## src/rtl/ovl_fire_pkg.sv

```systemverilog
// Shared types and constants for the OVL fire collector.
package ovl_fire_pkg;

    localparam int unsigned FIRE_WIDTH  = 3;
    localparam int unsigned FIRE_2STATE = 0;
    localparam int unsigned FIRE_XCHECK = 1;
    localparam int unsigned FIRE_COVER  = 2;

    typedef enum logic [0:0] {
        IDLE,
        PRESENT
    } state_t;

endpackage

```

## src/rtl/ovl_rr_arbiter.sv

```systemverilog
// Combinational round-robin arbiter: first request at or after rr_ptr, wrapping.
module ovl_rr_arbiter #(
    parameter int unsigned NUM_CHECKERS = 4,
    localparam int unsigned ID_WIDTH = $clog2(NUM_CHECKERS)
) (
    input  logic [NUM_CHECKERS-1:0] req,
    input  logic [ID_WIDTH-1:0]     rr_ptr,
    output logic                    grant_valid,
    output logic [ID_WIDTH-1:0]     grant_id,
    output logic [NUM_CHECKERS-1:0] grant_onehot
);

    int unsigned idx;

    always_comb begin
        grant_valid  = 1'b0;
        grant_id     = '0;
        grant_onehot = '0;
        idx          = 0;
        for (int unsigned k = 0; k < NUM_CHECKERS; k++) begin
            idx = (32'(rr_ptr) + k) % NUM_CHECKERS;
            if (!grant_valid && req[idx]) begin
                grant_valid = 1'b1;
                grant_id    = ID_WIDTH'(idx);
            end
        end
        if (grant_valid) begin
            grant_onehot = NUM_CHECKERS'(1) << grant_id;
        end
    end

endmodule

```

## src/rtl/ovl_fire_collector.sv

```systemverilog
// Collects OVL checker fire vectors and reports them one at a time, round-robin.
// Define OVL_FIRE_COLLECTOR_COVER_EN to capture and report the cover bit as well.
module ovl_fire_collector
    import ovl_fire_pkg::*;
#(
    parameter int unsigned NUM_CHECKERS = 4,
    parameter int unsigned COUNT_WIDTH  = 16,
    localparam int unsigned ID_WIDTH = $clog2(NUM_CHECKERS)
) (
    input  logic                               clock,
    input  logic                               reset,
    input  logic                               enable,
    input  logic [FIRE_WIDTH*NUM_CHECKERS-1:0] fire_in,
    output logic                               rpt_valid,
    input  logic                               rpt_ready,
    output logic [ID_WIDTH-1:0]                rpt_id,
    output logic [FIRE_WIDTH-1:0]              rpt_type,
    output logic [COUNT_WIDTH-1:0]             total_errors,
    output logic                               overflow,
    output logic                               irq
);

`ifdef OVL_FIRE_COLLECTOR_COVER_EN
    localparam logic [FIRE_WIDTH-1:0] CAPTURE_MASK = 3'b111;
`else
    localparam logic [FIRE_WIDTH-1:0] CAPTURE_MASK = 3'b011;
`endif

    state_t                  state_q, state_d;
    logic [FIRE_WIDTH-1:0]   pending_q [NUM_CHECKERS];
    logic [FIRE_WIDTH-1:0]   pending_d [NUM_CHECKERS];
    logic [FIRE_WIDTH-1:0]   fire_m    [NUM_CHECKERS];
    logic [FIRE_WIDTH-1:0]   avail     [NUM_CHECKERS];
    logic [ID_WIDTH-1:0]     rr_ptr_q, rr_ptr_d;
    logic [ID_WIDTH-1:0]     rpt_id_q, rpt_id_d;
    logic [FIRE_WIDTH-1:0]   rpt_type_q, rpt_type_d;
    logic [COUNT_WIDTH-1:0]  count_q, count_d;
    logic                    overflow_q, overflow_d;
    logic                    accept;
    logic                    lost;
    logic                    err_pending;
    logic [ID_WIDTH-1:0]     next_ptr;
    logic [ID_WIDTH-1:0]     arb_ptr;
    logic [NUM_CHECKERS-1:0] req;
    logic                    grant_valid;
    logic [ID_WIDTH-1:0]     grant_id;
    logic [NUM_CHECKERS-1:0] grant_onehot;
    logic [FIRE_WIDTH-1:0]   grant_type;

    assign accept   = (state_q == PRESENT) && rpt_ready;
    assign next_ptr = (32'(rpt_id_q) == NUM_CHECKERS - 1) ? '0 : rpt_id_q + 1'b1;
    // After an accept the next grant already starts after the checker just served.
    assign arb_ptr  = accept ? next_ptr : rr_ptr_q;

    // Capture: the bits being reported are cleared, but a same-cycle fire re-sets them.
    always_comb begin
        lost        = 1'b0;
        err_pending = 1'b0;
        req         = '0;
        for (int unsigned i = 0; i < NUM_CHECKERS; i++) begin
            fire_m[i] = enable ? (fire_in[FIRE_WIDTH*i +: FIRE_WIDTH] & CAPTURE_MASK) : '0;
            avail[i]  = pending_q[i];
            if (accept && (32'(rpt_id_q) == i)) begin
                avail[i] = pending_q[i] & ~rpt_type_q;
            end
            req[i]       = |avail[i];
            pending_d[i] = avail[i] | fire_m[i];
            lost         = lost | (|(fire_m[i] & avail[i]));
            err_pending  = err_pending | (|pending_q[i][FIRE_XCHECK:FIRE_2STATE]);
        end
    end

    ovl_rr_arbiter #(
        .NUM_CHECKERS(NUM_CHECKERS)
    ) u_arbiter (
        .req         (req),
        .rr_ptr      (arb_ptr),
        .grant_valid (grant_valid),
        .grant_id    (grant_id),
        .grant_onehot(grant_onehot)
    );

    always_comb begin
        grant_type = '0;
        for (int unsigned i = 0; i < NUM_CHECKERS; i++) begin
            if (grant_onehot[i]) begin
                grant_type = grant_type | avail[i];
            end
        end
    end

    always_comb begin
        state_d    = state_q;
        rr_ptr_d   = rr_ptr_q;
        rpt_id_d   = rpt_id_q;
        rpt_type_d = rpt_type_q;
        unique case (state_q)
            IDLE: begin
                if (grant_valid) begin
                    rpt_id_d   = grant_id;
                    rpt_type_d = grant_type;
                    state_d    = PRESENT;
                end
            end
            PRESENT: begin
                if (rpt_ready) begin
                    rr_ptr_d = next_ptr;
                    if (grant_valid) begin
                        rpt_id_d   = grant_id;
                        rpt_type_d = grant_type;
                    end else begin
                        state_d = IDLE;
                    end
                end
            end
            default: state_d = IDLE;
        endcase
    end

    always_comb begin
        count_d    = count_q;
        overflow_d = overflow_q | lost;
        if (accept && (|rpt_type_q[FIRE_XCHECK:FIRE_2STATE]) && (count_q != '1)) begin
            count_d = count_q + 1'b1;
        end
    end

    always_ff @(posedge clock or negedge reset) begin
        if (!reset) begin
            state_q    <= IDLE;
            rr_ptr_q   <= '0;
            rpt_id_q   <= '0;
            rpt_type_q <= '0;
            count_q    <= '0;
            overflow_q <= 1'b0;
            for (int unsigned i = 0; i < NUM_CHECKERS; i++) begin
                pending_q[i] <= '0;
            end
        end else begin
            state_q    <= state_d;
            rr_ptr_q   <= rr_ptr_d;
            rpt_id_q   <= rpt_id_d;
            rpt_type_q <= rpt_type_d;
            count_q    <= count_d;
            overflow_q <= overflow_d;
            for (int unsigned i = 0; i < NUM_CHECKERS; i++) begin
                pending_q[i] <= pending_d[i];
            end
        end
    end

    assign rpt_valid    = (state_q == PRESENT);
    assign rpt_id       = rpt_id_q;
    assign rpt_type     = rpt_type_q;
    assign total_errors = count_q;
    assign overflow     = overflow_q;
    assign irq          = err_pending
                        | (rpt_valid & (|rpt_type_q[FIRE_XCHECK:FIRE_2STATE]));

endmodule
```

## config.mk

```make
export PLATFORM = sky130hd
export DESIGN_NAME = ovl_fire_collector
export DESIGN_NICKNAME = d
export VERILOG_FILES = /design/src/rtl/ovl_fire_pkg.sv /design/src/rtl/ovl_rr_arbiter.sv /design/src/rtl/ovl_fire_collector.sv
export SDC_FILE = /design/constraint.sdc
export NUM_CORES = 1
export LEC_CHECK = 0
export ABC_AREA = 1
export CORE_UTILIZATION = 53
export CTS_CLUSTER_SIZE = 24
export DETAILED_ROUTE_END_ITERATION = 16
export PLACE_DENSITY = 0.77
export RECOVER_POWER = 25
export SKIP_LAST_GASP = 1
export SLEW_MARGIN = 0
export SYNTH_ARGS = -nofsm -noshare
export SYNTH_HDL_FRONTEND = slang
export SYNTH_SLANG_ARGS = --single-unit
```

## constraint.sdc

```tcl
create_clock -name clock -period 2.7 [get_ports clock]
set_clock_uncertainty 0.05 [all_clocks]
set_input_delay 0.54 -clock clock [delete_from_list [all_inputs] [get_ports clock]]
set_output_delay 0.54 -clock clock [all_outputs]
set_load 0.005 [all_outputs]
```

== Yosys cells after proc, flatten, opt, wreduce, memory -nomap -nowiden ==
Index checks and enable logic that the tools add are counted.
W data, S select, Z words.
Operators by class
  add/sub/neg operators: 5
  magnitude comparators: 4
  equality and inequality tests: 5
  shifts and indexed selects: 1
  mux-type cells: 40
  bitwise operators: 26
  reductions and logical operators: 28
Operators with widths (count)
  $mux W3: 10
  $mux W2: 12
  $reduce_or A3 Y1: 8
  $add A16 B1 Y16 const B: 1
  $ne A16 B16 Y1 const B: 1
  $and A2 B3 Y3: 4
  $and A3 B3 Y3: 4
  $lt A2 B3 Y1 const B: 4
  $or A3 B2 Y3: 4
  $logic_and A1 B1 Y1: 10
  $mux W1: 10
  $reduce_or A2 Y1: 5
  $or A3 B3 Y3: 3
  $bmux W1 S2: 4
  $or A1 B1 Y1: 8
  $pmux W3 S2: 1
  $add A2 B1 Y2 const B: 2
  $add A2 B2 Y2 const B: 2
  $eq A2 B2 Y1 const B: 2
  $mux W4: 1
  $pmux W2 S2: 1
  $shl A1 B2 Y4 const A: 1
  $logic_not A1 Y1: 3
  $not A3 Y3: 1
  other kinds (7): 7
Storage, ports and cells
  flip-flop bits (word level): 37
  input port bits: 16
  output and inout port bits: 24
  word-level logic and storage cells: 119

== Longest topological paths before layout ==
Gate-level depths: netlist of the first run.
  word-level depth: 28
  mapped depth: 20
  depth with buffers taken out: 20

== Modules after synthesis ==
From an unflattened synthesis of the first run, not the netlist that was laid out.
Second synthesis, totals
  cells, all modules: 369
  area total of the unflattened synthesis: 2534.9 sq um
By module, submodules not included
  ovl_fire_collector: times used 1, cells each 295, area each 2142.1 sq um, sequential area each 925.9 sq um
  ovl_rr_arbiter: times used 1, cells each 74, area each 392.9 sq um, sequential area each 0.0 sq um

== Worst setup path before layout of the first run ==
No wires, ideal clock.
  path kind: register -> register
  from: register rpt_id_q[0] (netlist: rpt_id[0])
  to: register rpt_type_q[2] (netlist: rpt_type[2])
  setup time: 0.117 ns
  arrival time: 2.100 ns
  slack: 0.433 ns
  stages on the path, launching flop included: 15
  path buffers: 0
  period minus slack after synthesis: 2.267 ns
  cells stage by stage: dfrtp_1 -> inv_1 -> ha_1 -> nand3_1 -> nand2_2 -> xnor2_1 -> nand3_2 -> nand2_2 -> nor2_4 -> nand4_1 -> inv_1 -> nor2_2 -> nand2_1 -> nor2_1 -> nor2_1
RTL lines
  start, declared: RTL line ovl_fire_collector.sv:35  | logic [ID_WIDTH-1:0] rpt_id_q, rpt_id_d;
  start signal, assigned: RTL line ovl_fire_collector.sv:142  | rpt_id_q <= rpt_id_d;
  $add A2 B1 Y2 or $eq A2 B2 Y1 (tied branches): RTL line ovl_fire_collector.sv:51  | assign next_ptr = (32'(rpt_id_q) == NUM_CHECKERS - 1) ? '0 : rpt_id_q + 1'b1;
  $mux W2 (*): RTL line ovl_fire_collector.sv:51
  via next_ptr[1]: RTL line ovl_fire_collector.sv:42  | logic [ID_WIDTH-1:0] next_ptr;
  $mux W2 (*): RTL line ovl_fire_collector.sv:53  | assign arb_ptr = accept ? next_ptr : rr_ptr_q;
  branches (longest 21 deep; another with $add A2 B1 Y2)
  $mux W3 (*): RTL line ovl_fire_collector.sv:99, ovl_fire_collector.sv:108
  $mux W3: RTL line ovl_fire_collector.sv:106  | if (rpt_ready) begin
  $pmux W3 S2 (*): RTL line ovl_fire_collector.sv:97  | unique case (state_q)
  end signal, assigned: RTL line ovl_fire_collector.sv:143  | rpt_type_q <= rpt_type_d;
  end, declared: RTL line ovl_fire_collector.sv:36  | logic [FIRE_WIDTH-1:0] rpt_type_q, rpt_type_d;
Mark *: on every way through the listed nets, which the timed path passes. The select of a mux whose other input is x is not followed.
A chain may end at the register's enable or synchronous reset.

== Worst setup path after layout of the first run ==
  from: register rpt_id_q[0] (netlist: rpt_id[0])
  to: register rpt_type_q[1] (netlist: rpt_type[1])
On the way
  word-level cells in the longest chain between the ends: 28
RTL lines (RTL line)
  branches (longest 25 deep; another with $add A2 B1 Y2)
  $mux W3 (*): ovl_fire_collector.sv:99, ovl_fire_collector.sv:108
  $mux W3: ovl_fire_collector.sv:106
  $pmux W3 S2 (*): ovl_fire_collector.sv:97
Mark *: on every way between the ends. The select of a mux whose other input is x is not followed.

==> summary.txt, run 1 <==
Antenna violations before repair: 0
Post-synth cell types: 32
Post-DRT Antenna Nets: 0
Post-Syn Area per Cell: 7.75 um^2
I/O Pins: 40
CTS tree: built
Crit path cell chain: inv_2 > ha_1 > inv_1 > nor2_2 > nand2_1 > nand2_1 > nand4_1 > nand3_2 > buf_4 > inv_1 > a21boi_0 > nand2_1 > nand2_2 > nand2_4 > nor3_1 > nor2_1 > a21oi_2
I/O Buffers: 35
Number of DRC violations after detailed-routing iteration 0: 149
Fin crit period: 2.48 ns
Netlist Area Pre-Place: 2250 um^2
Post-synthesis register bit count: 37
Rows: 23
Buffers plus inverters on the worst setup path: 4
Slowest CP cell: dfrtp_2
Vias in the first global route: 2167
Most common cell in the netlist: nand2_1
Post-synth top flop: dfrtp_1
Syn-to-layout area delta: 34.2%
Worst VDD drop: 849 uV
CTS HTree Levels: 2
Syn nets: 311
R2r endpoint: rpt_type[1]
Worst-margin pin slew: 1.98 ns
CP Launch Point: rpt_id[0]
Via count: 2265
Critical path fanouts, max: 10
Nature of the critical path endpoint: register
Starting Density: 0.558
Synth cell count leaders: 74 x nand2_1, 37 x dfrtp_1, 34 x nand3_1
Worst Setup Slack, final: 0.224 ns
# placed instances: 402
Worst path arrival time: 2.64 ns
Num CTS Buffers: 5
DP HPWL: 4.28 mm
Final hold violations: 0
Gp weighted congestion: 0.868
Non-Filler Instances: 413
Chip Width: 67.1 um
Req. time, crit path: 2.86 ns
Post-Route Utilization: 0.749
Power, Total: 0.00351 W
Number of max-cap violations: 1
PwrDens: 1160 nW/um^2
Crit path top cell by count: nand2_1
First-pass GRT wire length: 9.48 mm
Synth top area share: 0.412
Synth warnings: 0
Mapped Cells: 290
Worst R2R Path Depth: 17
Synth area leader: dfrtp_1
Fmax: 404 MHz
Status: finished, violations left
Max-slew violation count: 38
Clk_lat worst skew: 0.28 ns
Nets: 384
Register area: 927 um^2
Slew HR: -0.318
Crit path max-delay family: simple AND/OR/NAND/NOR gates
Critical Path Max Stage Delay: 0.45 ns
Reg2reg setup slack: 0.22 ns
Crit path depth: 17
Synth area leaders: dfrtp_1 41%, nand2_1 12%, nand3_1 7.6%
Min-Delay Path Class: reg2reg
Dpl ws: -0.350 ns
Die height: 67.1 um
Setup violators final: 0
Clk buf depth: 2
First-pass detailed-route iteration total: 5
Final WL: 5.84 mm
Grt total ovfl: 0
Register area share after synthesis: 0.412
Fin crit share: 0.917
Clock slew at reported path FFs: 0.07 ns
Num Clock Sinks: 37
Share of cells above drive strength 1: 0.193
Crit Path Category: reg2reg
# fillers: 293
# diodes: 0
Core Area: 4030 um^2
Critical path destination: rpt_type[1]
Post-synth EDFFs: 0
Root Buffer: clkbuf_8
DRC Markers: 0
Vias per inst: 5.48
Full die area: 4500 um^2
Total GRT Usage: 0.284
Placed Area: 2850 um^2
Final instance area: 3020 um^2
Multi-input gate area: 1200 um^2
RR Startpoint: rpt_id[0]
Startpoint Class: register
Ys async rst share: 1.00
Total leakage power: 1.48 nW
Violated checks: max-capacitance violations, max-slew violations
Largest net degree at the start of global routing: 38
Drt wl/cell: 14.1 um
## registers in the layout, indices dropped and copies added (netlist names)
register,count
total_errors,16
overflow,1
rpt_valid,1
rpt_id,2
rpt_type,3
rr_ptr_q,2
pending_q,12
## per-stage QoR
stage / TNS, ns / hold slack, ns
2_1_floorplan: 0 / 0.194
3_3_place_gp: -1.50 / 0.432
3_5_place_dp: -1.52 / 0.444
4_1_cts: 0 / 0.319
5_1_grt: -0.00625 / 0.482
6_report: 0 / 0.454
## layout make-up
class | count | area share
inverters | 32 | 0.0406
multi-input cells | 217 | 0.399
flip-flops and latches | 37 | 0.307
clock buffers | 7 | 0.0286
repair buffers | 70 | 0.203
well taps | 50 | 0.0207
## repair_timing
item                       in CTS  in global routing
pin swaps                       0                  4
resized for setup               2                 15
hold buffers                    0                  0
setup endpoints to repair       2                  5
hold endpoints to repair        0                  0
buffers inserted                0                  4
## routing by layer
layer  global-route usage  part of all wire
met5                    0                 0
met3               0.0736             0.052
met1                0.348              0.42
met4                0.122             0.030
met2                0.466              0.50
## power breakdown
group          total [W]  internal [W]  switching (W)
clock           0.000386      0.000202       0.000184
combinational    0.00226      0.000985        0.00128
sequential      0.000863      0.000704       0.000158
## layout by cell type, fill, tap and decap left out, drive strengths merged, types with 8 or more instances in the layout
master,instances
xor2,8
nand3,35
nand2,80
inv,32
nor2,29
dfrtp,37
nand4,22
clkdlybuf4s50,33
clkbuf,8
o21ai,8
buf,35
## cell families (layout without fill, tap and decap cells)
kind of cell / after synthesis / count (layout) / synth area share
AOI/OAI and AO/OA: 18 / 18 / 0.0540
adders and majority gates: 5 / 5 / 0.0278
and+or+nand+nor: 179 / 179 / 0.376
DFF: 37 / 37 / 0.412
xor gates and xnor gates: 15 / 15 / 0.0618
buffers and inverters: 36 / 109 / 0.0685
## worst min path at each step
stage | from | endpoint | slack (ns) | depth (start not counted)
after floorplan | reset | overflow | 0.19 | 0
after global placement | total_errors[14] | total_errors[14] | 0.43 | 1
after detailed placement | total_errors[15] | total_errors[15] | 0.44 | 1
after CTS | reset | total_errors[6] | 0.32 | 1
after global routing | total_errors[15] | total_errors[15] | 0.48 | 1
final | total_errors[15] | total_errors[15] | 0.45 | 1
No activity file was read; power rests on OpenSTA's default activity.
==> run 2, diff against run 1 <==
--- a/config.mk
+++ b/config.mk
@@ -6,10 +6,10 @@
 export NUM_CORES = 1
 export LEC_CHECK = 0
 export ABC_AREA = 1
-export CORE_UTILIZATION = 53
+export CORE_UTILIZATION = 55
 export CTS_CLUSTER_SIZE = 24
 export DETAILED_ROUTE_END_ITERATION = 16
-export PLACE_DENSITY = 0.77
+export PLACE_DENSITY = 0.8
 export RECOVER_POWER = 25
 export SKIP_LAST_GASP = 1
 export SLEW_MARGIN = 0
==> constraint.sdc (replaced) <==
create_clock -name clock -period 3.11 [get_ports clock]
set_clock_uncertainty 0.05 [all_clocks]
set_input_delay 0.622 -clock clock [delete_from_list [all_inputs] [get_ports clock]]
set_output_delay 0.622 -clock clock [all_outputs]
set_load 0.005 [all_outputs]
==> run 2 against run 1 <==
The run still ends with max-capacitance violations, max-slew violations left. First-iteration DRC count up 15%. Clock power rose by 8.5%. Final cell count shrank 5.8%. Critical path depth unchanged. Sequential power shrank 14%. Worst setup slack improved by 0.0088 ns. Global-route usage decreased by 0.23 points. Core utilization fell by 0.67 points. Non-clock buffer count fell by 23.
==> summary.txt, run 2 (synthesized netlist as in run 1, its figures left out) <==
Status: finished, violations left (unchanged)
Violated checks: max-capacitance violations, max-slew violations (unchanged)
Non-Filler Instances: 389 (was 413)
Rows: 22 (was 23)
Largest net degree at the start of global routing: 38 (unchanged)
# fillers: 293 (unchanged)
Max-slew violation count: 38 (unchanged)
Startpoint Class: input port (was register)
Gp weighted congestion: 0.864 (was 0.868)
Num Clock Sinks: 37 (unchanged)
Final WL: 5.45 mm (was 5.84 mm)
First-pass GRT wire length: 9.27 mm (was 9.48 mm)
Worst Setup Slack, final: 0.232 ns (was 0.224 ns)
Nets: 361 (was 384)
Dpl ws: -0.0454 ns (was -0.350 ns)
Full die area: 4350 um^2 (was 4500 um^2)
Vias in the first global route: 2042 (was 2167)
Post-DRT Antenna Nets: 0 (unchanged)
Die height: 65.9 um (was 67.1 um)
Drt wl/cell: 14.0 um (was 14.1 um)
Slew HR: -0.308 (was -0.318)
Antenna violations before repair: 0 (unchanged)
Post-cts resize count: 0 (was 2)
Grt total ovfl: 0 (unchanged)
Most frequent cells in the layout: 74 x nand2_1, 37 x dfrtp_1, 34 x nand3_1, 34 x clkdlybuf4s50_1, 31 x inv_1 (was 69 x nand2_1, 36 x dfrtp_1, 34 x buf_4, 33 x nand3_1, 33 x clkdlybuf4s50_1)
Commonest non-fill, non-tap cell in the layout: nand2_1 (unchanged)
CTS HTree Levels: 2 (unchanged)
Worst path arrival time: 3.01 ns (was 2.64 ns)
Worst VDD drop: 826 uV (was 849 uV)
Via count: 2171 (was 2265)
I/O Pins: 40 (unchanged)
DP HPWL: 4.10 mm (was 4.28 mm)
Setup bufs post-CTS: 0 (unchanged)
Fin crit share: 0.925
DRC Markers: 0 (unchanged)
# hold bufs at CTS: 0 (unchanged)
Root Buffer: clkbuf_8 (unchanged)
Chip Width: 65.9 um (was 67.1 um)
I/O Buffers: 35 (unchanged)
Final hold violations: 0 (unchanged)
CTS tree: built (unchanged)
Setup total negative slack: 0 ns (unchanged)
Reg2reg setup slack: 0.42 ns (was 0.22 ns)
Nature of the critical path endpoint: register (unchanged)
Clock slew at reported path FFs: 0.08 ns (was 0.07 ns)
Fin crit period: 2.88 ns
Number of DRC violations after detailed-routing iteration 0: 171 (was 149)
Crit Path Category: in2reg (was reg2reg)
Share of cells above drive strength 1: 0.103 (was 0.193)
Flip-flop count of the largest register after layout: 16 (unchanged)
Critical path fanouts, max: 10 (unchanged)
RSZ-0062 raised after global routing: false
Min-Delay Path Class: reg2reg (unchanged)
Total GRT Usage: 0.281 (was 0.284)
Clk buf depth: 2 (unchanged)
CP Launch Point: rpt_ready (was rpt_id[0])
Vias per inst: 5.58 (was 5.48)
PwrDens: 991 nW/um^2 (was 1160 nW/um^2)
Fmax: 348 MHz
Num CTS Buffers: 5 (unchanged)
Core Area: 3800 um^2 (was 4030 um^2)
Syn-to-layout area delta: 25.4% (was 34.2%)
Critical path destination: rpt_type[2] (was rpt_type[1])
Clk_lat worst skew: 0.29 ns (was 0.28 ns)
R2r endpoint: rpt_type[2] (was rpt_type[1])
Number of max-cap violations: 1 (unchanged)
First-pass detailed-route iteration total: 4 (was 5)
Register area: 926 um^2 (was 927 um^2)
Req. time, crit path: 3.24 ns (was 2.86 ns)
# placed instances: 381 (was 402)
Worst R2R Path Depth: 19 (was 17)
Total leakage power: 1.37 nW (was 1.48 nW)
Worst-margin pin slew: 1.96 ns (was 1.98 ns)
RR Startpoint: rpt_id[0] (unchanged)
# diodes: 0 (unchanged)
Starting Density: 0.592 (was 0.558)
Multi-input gate area: 1170 um^2 (was 1200 um^2)
Setup violators final: 0 (unchanged)
## run 2: changes by cell type in the layout (fill, tap and decap cells not counted), moves of 2 or more
| cell | previous run | this run |
|---|---|---|
| nand2_2 | 9 | 4 |
| buf_4 | 34 | 12 |
| nor2_2 | 5 | 3 |
| nor2_1 | 22 | 25 |
| nand2_1 | 69 | 74 |
## run 2: area by class of cell
| class | instances | area share |
|---|---|---|
| clock buffer | 6 | 0.0257 |
| multi-input combinational | 217 | 0.414 |
| tap | 48 | 0.0213 |
| clock inverter | 2 | 0.0138 |
| sequential | 37 | 0.328 |
| inverter | 32 | 0.0426 |
| timing repair buffer | 47 | 0.154 |
## run 2: where the power goes
part | internal (W) | switching, W | total, W
sequential | 0.000609 | 0.000132 | 0.000742
combinational | 0.000638 | 0.000994 | 0.00163
clock | 0.000241 | 0.000178 | 0.000419
total | 0.00149 | 0.00131 | 0.00279
## run 2: critical path: stages
cell and delay, ns:
clkdlybuf4s50_1 0.54, buf_4 0.19, nand4_1 0.09, nand2_1 0.18
nand3_1 0.13, nand2_1 0.12, nand2_1 0.08, nand2_1 0.08
nand2_1 0.10, nand2_1 0.07, nand2_1 0.06, nor2_1 0.13
nand2_1 0.19, nand3_1 0.14, nand3_1 0.08, nor2_1 0.14
nor2_1 0.06
## run 2: worst min-delay path by stage
stage / from / to / slack (ns) / cells past startpoint
floorplan: reset / overflow / 0.28 / 0
finish: total_errors[14] / total_errors[14] / 0.44 / 1
CTS: reset / total_errors[8] / 0.39 / 1
global placement: total_errors[14] / total_errors[14] / 0.43 / 1
global route: total_errors[14] / total_errors[14] / 0.48 / 1
detailed placement: total_errors[14] / total_errors[14] / 0.43 / 1
## run 2: through the flow
stage	power, W	hold slack, ns	util	cell area, um^2
2_1_floorplan	0.00184	0.276	-	2250
3_3_place_gp	0.00232	0.432	0.713	2710
3_5_place_dp	0.00235	0.434	0.713	2710
4_1_cts	0.00278	0.389	0.742	2820
5_1_grt	0.00303	0.478	0.742	2820
6_report	0.00279	0.441	0.742	2820
## run 2: routing by layer
| layer | vias to the layer above | track usage | routed length, um |
|---|---|---|---|
| met1 | 999 | 0.378 | 2520 |
| met2 | 89 | 0.455 | 2550 |
| met3 | 13 | 0.0448 | 307 |
| li1 | 1070 | - | - |
| met4 | 0 | 0.0978 | 72 |
| met5 | - | 0 | 0 |
